[config.mk]
export PLATFORM = sky130hd
export DESIGN_NAME = prog_delay_timer_flat
export DESIGN_NICKNAME = d
export VERILOG_FILES = /design/src/rtl/prog_delay_timer_if.sv /design/src/rtl/prog_delay_timer.sv /design/src/flat_wrapper.sv
export SDC_FILE = /design/constraint.sdc
export NUM_CORES = 1
export LEC_CHECK = 0
export ABC_AREA = 1
export CAP_MARGIN = 20
export CORE_MARGIN = 10
export CORE_UTILIZATION = 51
export DETAILED_ROUTE_END_ITERATION = 7
export DONT_BUFFER_PORTS = 1
export PLACE_DENSITY = 0.66
export SLEW_MARGIN = 15
export SYNTH_ARGS = -nofsm -noshare
export SYNTH_HDL_FRONTEND = slang
export SYNTH_SLANG_ARGS = --single-unit
[constraint.sdc]
create_clock -name clk -period 2.33 [get_ports clk]
set_clock_uncertainty 0.15 [all_clocks]
set_input_delay 0.233 -clock clk [delete_from_list [all_inputs] [get_ports clk]]
set_output_delay 0.233 -clock clk [all_outputs]
set_load 0.005 [all_outputs]
[src/rtl/prog_delay_timer_if.sv]
// Control/status bundle for the programmable delay timer.
interface prog_delay_timer_if #(
  parameter int unsigned WIDTH = 4
);
  logic             start;
  logic             stop;
  logic             periodic;
  logic [WIDTH-1:0] delay;
  logic             busy;
  logic             done;
  logic             out;
  logic [WIDTH-1:0] count;

  // Requester side: issues commands, observes timer status.
  modport master (
    output start, stop, periodic, delay,
    input  busy, done, out, count
  );

  // Timer side.
  modport slave (
    input  start, stop, periodic, delay,
    output busy, done, out, count
  );
endinterface

[src/rtl/prog_delay_timer.sv]
// Programmable delay timer: start loads delay N and mode, done pulses N
// cycles later; one-shot holds in EXPIRED, periodic reloads and toggles out.
module prog_delay_timer #(
  parameter int unsigned WIDTH = 4
) (
  input  logic               clk,
  input  logic               rst,
  prog_delay_timer_if.slave  bus
);

  localparam int unsigned CW = WIDTH;

  typedef enum logic [1:0] {
    IDLE    = 2'd0,
    RUN     = 2'd1,
    EXPIRED = 2'd2
  } state_e;

  state_e        state_q, state_d;
  logic [CW-1:0] nl_q, nl_d;
  logic          mode_q, mode_d;
  logic [CW-1:0] count_q, count_d;
  logic          out_q, out_d;
  logic          done_q, done_d;

  logic [CW-1:0] last_c;
  logic          expire_c;

  // Terminal count of the current period and expiry detect.
  assign last_c   = CW'(nl_q - CW'(1));
  assign expire_c = (state_q == RUN) && (count_q == last_c);

  // State and datapath registers; reset parks the timer in IDLE with N=1.
  always_ff @(posedge clk or negedge rst) begin
    if (!rst) begin
      state_q <= IDLE;
      nl_q    <= CW'(1);
      mode_q  <= 1'b0;
      count_q <= '0;
      out_q   <= 1'b0;
      done_q  <= 1'b0;
    end else begin
      state_q <= state_d;
      nl_q    <= nl_d;
      mode_q  <= mode_d;
      count_q <= count_d;
      out_q   <= out_d;
      done_q  <= done_d;
    end
  end

  // Next state: stop beats start beats expiry beats increment.
  always_comb begin
    state_d = state_q;
    nl_d    = nl_q;
    mode_d  = mode_q;
    count_d = count_q;
    out_d   = out_q;
    done_d  = 1'b0;

    if (bus.stop) begin
      state_d = IDLE;
      count_d = '0;
      out_d   = 1'b0;
    end else if (bus.start) begin
      // A zero delay is promoted to one so the terminal count stays valid.
      nl_d    = (bus.delay == '0) ? CW'(1) : bus.delay;
      mode_d  = bus.periodic;
      count_d = '0;
      out_d   = 1'b0;
      state_d = RUN;
    end else begin
      unique case (state_q)
        RUN: begin
          if (expire_c) begin
            done_d = 1'b1;
            if (mode_q) begin
              count_d = '0;
              out_d   = ~out_q;
            end else begin
              state_d = EXPIRED;
              out_d   = 1'b1;
            end
          end else begin
            count_d = CW'(count_q + CW'(1));
          end
        end
        EXPIRED: begin
          state_d = EXPIRED;
        end
        default: begin
          state_d = IDLE;
        end
      endcase
    end
  end

  // Status outputs; busy is a direct decode of the state register.
  assign bus.busy  = (state_q == RUN);
  assign bus.done  = done_q;
  assign bus.out   = out_q;
  assign bus.count = count_q;

endmodule

[src/flat_wrapper.sv]
// flat-port wrapper written by rule: the top's interface ports become plain ports
module prog_delay_timer_flat 
#(
  parameter int unsigned WIDTH = 4
)
  (clk, rst, bus_start, bus_stop, bus_periodic, bus_delay, bus_busy, bus_done, bus_out, bus_count);
  prog_delay_timer_if #(.WIDTH(WIDTH)) bus_i ();
  input  logic clk;
  input  logic rst;
  input wire logic [$bits(bus_i.start)-1:0] bus_start;
  input wire logic [$bits(bus_i.stop)-1:0] bus_stop;
  input wire logic [$bits(bus_i.periodic)-1:0] bus_periodic;
  input wire logic [$bits(bus_i.delay)-1:0] bus_delay;
  output wire logic [$bits(bus_i.busy)-1:0] bus_busy;
  output wire logic [$bits(bus_i.done)-1:0] bus_done;
  output wire logic [$bits(bus_i.out)-1:0] bus_out;
  output wire logic [$bits(bus_i.count)-1:0] bus_count;
  assign bus_i.start = bus_start;
  assign bus_i.stop = bus_stop;
  assign bus_i.periodic = bus_periodic;
  assign bus_i.delay = bus_delay;
  assign bus_busy = bus_i.busy;
  assign bus_done = bus_i.done;
  assign bus_out = bus_i.out;
  assign bus_count = bus_i.count;
  prog_delay_timer #(.WIDTH(WIDTH)) u_core (.clk(clk), .rst(rst), .bus(bus_i));
endmodule
* Yosys cells after proc, flatten, opt, wreduce, memory -nomap -nowiden
Cells that the tools add are included.
** Word-level totals
- Logic and storage cells :: 44
- Input bits :: 9
- Register bits :: 13
** Cells by class
- $add $sub $neg :: 2
- Mux-type cells :: 20
- Bitwise gates (word level) :: 2
- Reductions and logical operators :: 8
- Equality and inequality tests :: 6
** Operators by type and width (count)
- two-way mux 4 bit :: 6
- two-way mux 1 bit :: 9
- two-way mux 2 bit :: 4
- != test 4 x 3 -> 1 bit, second input constant :: 2
- AND reduction 2 bit :: 4
- nonzero test 3 bit :: 2
- adder 4 x 1 -> 4 bit, second input constant :: 1
- == test 4 bit :: 1
- zero test 4 bit :: 1
- != test 4 bit, second input constant :: 1
- case mux 2 bit (2 select lines) :: 1
- subtractor 4 x 1 -> 4 bit, second input constant :: 1
- == test 2 x 1 -> 1 bit, second input constant :: 1
- == test 2 bit, second input constant :: 1
- NOT 1 bit :: 2
- logical AND 1 bit :: 1

* Logic depth before layout (Yosys ltp)
- Depth in word-level cells :: 7
- Mapped depth :: 12
- Mapped depth without buffers :: 12

* Least setup slack after synthesis
OpenSTA, ideal clock, no wires.
- Path kind :: reg2reg
- Start :: register u_core.nl_q[0]
- End :: register u_core.count_q[0] (netlist: u_core.bus.count[0])
- Data required time :: 2.063 ns
- Arrival time :: 1.572 ns
- Setup time :: 0.117 ns
- Cell stages (with the launch flop) :: 13
- Slack :: 0.491 ns
- Path through :: dfstp_2 -> inv_1 -> ha_1 -> nand2_1 -> inv_1 -> nor2_1 -> nand2_1 -> nor2_4 -> nand3_2 -> nand2_2 -> nand2_2 -> nand2_1 -> nand2_1
** Between the ends
- Longest elaborated chain between the ends :: 7
- Elaborated cells on any way between the ends :: 9
- Those cells by class :: 1 x add/sub; 2 x eq/ne; 4 x mux; 2 x reduce/logical
** Ends and longest elaborated chain
- start: declaration :: RTL line prog_delay_timer.sv:20 : logic [CW-1:0] nl_q, nl_d;
- start signal: assignment :: RTL line prog_delay_timer.sv:44 : nl_q <= nl_d;
- subtractor 4 x 1 -> 4 bit (*) :: RTL line prog_delay_timer.sv:30 : assign last_c = CW'(nl_q - CW'(1));
- == test 4 bit (*) :: RTL line prog_delay_timer.sv:31 : assign expire_c = (state_q == RUN) && (count_q == last_c);
- logical AND 1 bit (*) :: RTL line prog_delay_timer.sv:31
- two-way mux 4 bit :: RTL line prog_delay_timer.sv:75 : if (expire_c) begin
- two-way mux 4 bit :: RTL line prog_delay_timer.sv:73 : unique case (state_q)
- two-way mux 4 bit :: RTL line prog_delay_timer.sv:65 : end else if (bus.start) begin
- two-way mux 4 bit :: RTL line prog_delay_timer.sv:61 : if (bus.stop) begin
- end signal: assignment :: RTL line prog_delay_timer.sv:46 : count_q <= count_d;
- end: declaration :: RTL line prog_delay_timer.sv:22 : logic [CW-1:0] count_q, count_d;
Mark *: on every way between the ends. The rest lies on a longest branch, timed or not. The select of a mux whose other input is x is not followed.
A chain may end at the register's enable or synchronous reset.

* Worst setup path after layout
Same ends and word-level chain as after synthesis.

==> impl_metrics.py <==
metrics = {
    "grt": {
        "grt_pass1_vias": 665,
        "antenna_found_initial": 0,
        "grt_pass1_wl_um": 2980,
        "grt-ovfl-total": 0,
        "grt_max_degree": 14,
        "grtUsageTotal": 0.106,
    },
    "placement": {
        "hpwl_um": 1230,
        "place.gp.congestion": 0.762,
        "dp_slack_ns": 0.366,
        "port_buffers": 0,
    },
    "hold_path": {
        "hp-class": "in2reg",
        "min_from": "bus_delay[3]",
    },
    "clock_tree": {
        "htreeDepth": 1,
        "cts_setup_buffers": 0,
        "cts_tree": "done",
        "root_buffer": "clkbuf_4",
        "clk_pin_slew_ns": 0.09,
        "clk_path_buf_depth": 2,
        "clk_latency_ns": 0.28,
        "numClockSinks": 13,
        "cts_resized": 0,
        "numCtsBuffers": 3,
        "hold_buffers": 8,
    },
    "power_and_ir_drop": {
        "internal_power_w": 0.000349,
        "combinationalPowerShare": 0.201,
        "leakage_nw": 0.449,
        "irDropWorstVdd_uv": 357,
        "p_sw_frac": 0.307,
        "p_per_area_nw_per_um2": 568,
        "p_clk_frac": 0.293,
        "seqPwrFrac": 0.507,
        "switchingPower_w": 0.000155,
    },
    "setup_path": {
        "critPathTopFamily": "simple AND/OR/NAND/NOR gates",
        "crit_fanout": 6,
        "r2r-start": "u_core.nl_q[0]",
        "path_cells": "inv_1 > ha_1 > nand2_1 > inv_1 > nor2_1 > nand2_1 > nor2_4 > nand3_2 > nand2_2 > nand2_2 > nand2_1 > nand2_1",
        "endpoint": "u_core.bus.count[0]",
        "r2r_end": "u_core.bus.count[0]",
        "cpMostUsedCell": "nand2_1",
        "crit_buf_inv": 2,
        "cp_num_cells": 12,
        "ff2ff_path_depth": 12,
        "crit_start": "u_core.nl_q[0]",
        "worstPathRequired_ns": 2.36,
        "crit_path_start_kind": "register",
        "crit_path_end_kind": "register",
        "r2r_slack_ns": 0.34,
        "critPathSlowestCell": "dfstp_2",
        "critPathMaxStageDelay_ns": 0.55,
        "arrival_ns": 2.01,
        "critPathKind": "reg2reg",
    },
    "sta": {
        "slew-limit-headroom": 0.603,
        "hold_slack_ns": 0.0424,
        "period_share": 0.852,
        "timing.final.ws_setup_ns": 0.345,
        "hold_viol_final": 0,
        "rsz0062_at_grt": "false",
        "setup_viol": 0,
        "tns_ns": 0,
        "max_freq_mhz": 504,
        "layout_min_cycle_time_ns": 1.99,
        "tightest_slew_ns": 0.593,
        "slew_violations": 0,
    },
    "floorplanning": {
        "fp.dieW_um": 58.6,
        "rows": 13,
        "fp.dieH_um": 58.6,
        "ioPinCount": 16,
        "core-area_um2": 1350,
        "start_util": 0.563,
        "die_area_um2": 3440,
    },
    "layout": {
        "layout.nets": 123,
        "num_antenna_cells": 0,
        "drive_gt1_frac": 0.136,
        "area_growth_pct": 16.4,
    },
    "logic_synthesis": {
        "ys_ff_latch": 13,
        "synth-edff-count": 0,
        "async_flop_share": 1.00,
        "syn_inst": 98,
        "synthTopCellsByArea": "dfrtp_1, nand2_1, inv_1",
        "syn_nets": 110,
        "synth.top_cell.area_share": 0.395,
        "synth.cell_area_um2": 761,
        "syn_avg_cell_area_um2": 7.76,
        "yosysMostFrequentCell": "nand2_1",
        "synth_ff_type": "dfrtp_1",
        "seq_area_frac_synth": 0.429,
        "yosys_warnings": 0,
        "ys_types": 18,
        "synth_top_cell_by_area": "dfrtp_1",
        "yosys-top-cells-count": "nand2_1, inv_1, dfrtp_1, nand3_1, nor2_1",
    },
    "run": {
        "max_cap_violations": 0,
    },
    "drt": {
        "drt_wl_total_um": 1640,
        "wl_met2_um": 761,
        "wl_per_cell_um": 13.1,
        "drtIter0Drc": 21,
        "postRouteAntennaNets": 0,
        "wl_met1_um": 719,
        "wl_met3_um": 132,
        "viasPerCell": 5.09,
        "routed.top_layer": "met4",
        "num_vias": 636,
        "first_pass_iters": 5,
        "route.detailed.drc": 0,
    },
    "run_status": {
        "status": "finished, final reports clean",
    },
}
## state kept, by name, summed over array words and instances (netlist names)
register / count
u_core.bus.done: 1
u_core.mode_q: 1
u_core.state_q: 2
u_core.nl_q: 4
u_core.bus.count: 4
u_core.bus.out: 1
## cells in the final DEF (no fill, tap or decap), types with 3 or more instances in the layout
| cell | count |
|---|---|
| o21ai_0 | 5 |
| nand2_2 | 6 |
| nor2_1 | 7 |
| dfrtp_1 | 12 |
| nand3_1 | 9 |
| clkbuf_4 | 3 |
| ha_1 | 3 |
| nand2_1 | 29 |
| inv_1 | 13 |
| dlygate4sd3_1 | 8 |
## layout make-up
type | count | area [µm²]
Multi-Input combinational cell | 72 | 385
Tap cell | 15 | 18.8
Inverter | 13 | 48.8
Fill cell | 120 | 464
Sequential cell | 13 | 327
Clock buffer | 4 | 26.3
Timing Repair Buffer | 8 | 80.1
## how the worst min path moves through the flow
stage | cells past startpoint | to
2_1_floorplan | 0 | u_core.bus.count[0]
3_3_place_gp | 0 | u_core.mode_q
3_5_place_dp | 0 | u_core.bus.done
4_1_cts | 3 | u_core.bus.count[2]
5_1_grt | 3 | u_core.bus.count[0]
6_report | 3 | u_core.nl_q[0]
## per-layer routing
layer,global-route usage,vias up
met5,0,-
met4,0.0393,0
met3,0.0386,4
met2,0.175,14
met1,0.124,283
li1,-,335
## stage by stage
stage | total power (W) | util | cells | area [µm²]
final | 0.000503 | 0.656 | 125 | 886
after global routing | 0.000528 | 0.656 | 125 | 886
after CTS | 0.000503 | 0.656 | 125 | 886
after detailed placement | 0.000346 | 0.577 | 113 | 779
after global placement | 0.000343 | 0.577 | 113 | 779
after floorplan | 0.000328 | - | 98 | 761
## cells by family after synthesis
| kind of cell | after synthesis | share of synthesized area |
|---|---|---|
| buffers and inverters | 13 | 0.0641 |
| AOI/OAI and AO/OA | 5 | 0.0329 |
| DFF | 13 | 0.429 |
| xor gates and xnor gates | 4 | 0.0461 |
| adders and majority gates | 3 | 0.0493 |
| and+or+nand+nor | 60 | 0.378 |
## power by group through the flow
stage          logic (W)  registers, W  clock network (W)
5_1_grt         0.000119      0.000257           0.000151
4_1_cts         0.000102      0.000255           0.000145
3_5_place_dp   0.0000861      0.000260                  0
3_3_place_gp   0.0000836      0.000259                  0
2_1_floorplan  0.0000722      0.000256                  0
6_report        0.000101      0.000255           0.000147
## worst min-delay path: stages
cell	delay [ns]
nor4_1	0.02
o21ai_0	0.13
o21ai_0	0.08
Power figures use the tool's default switching activity.
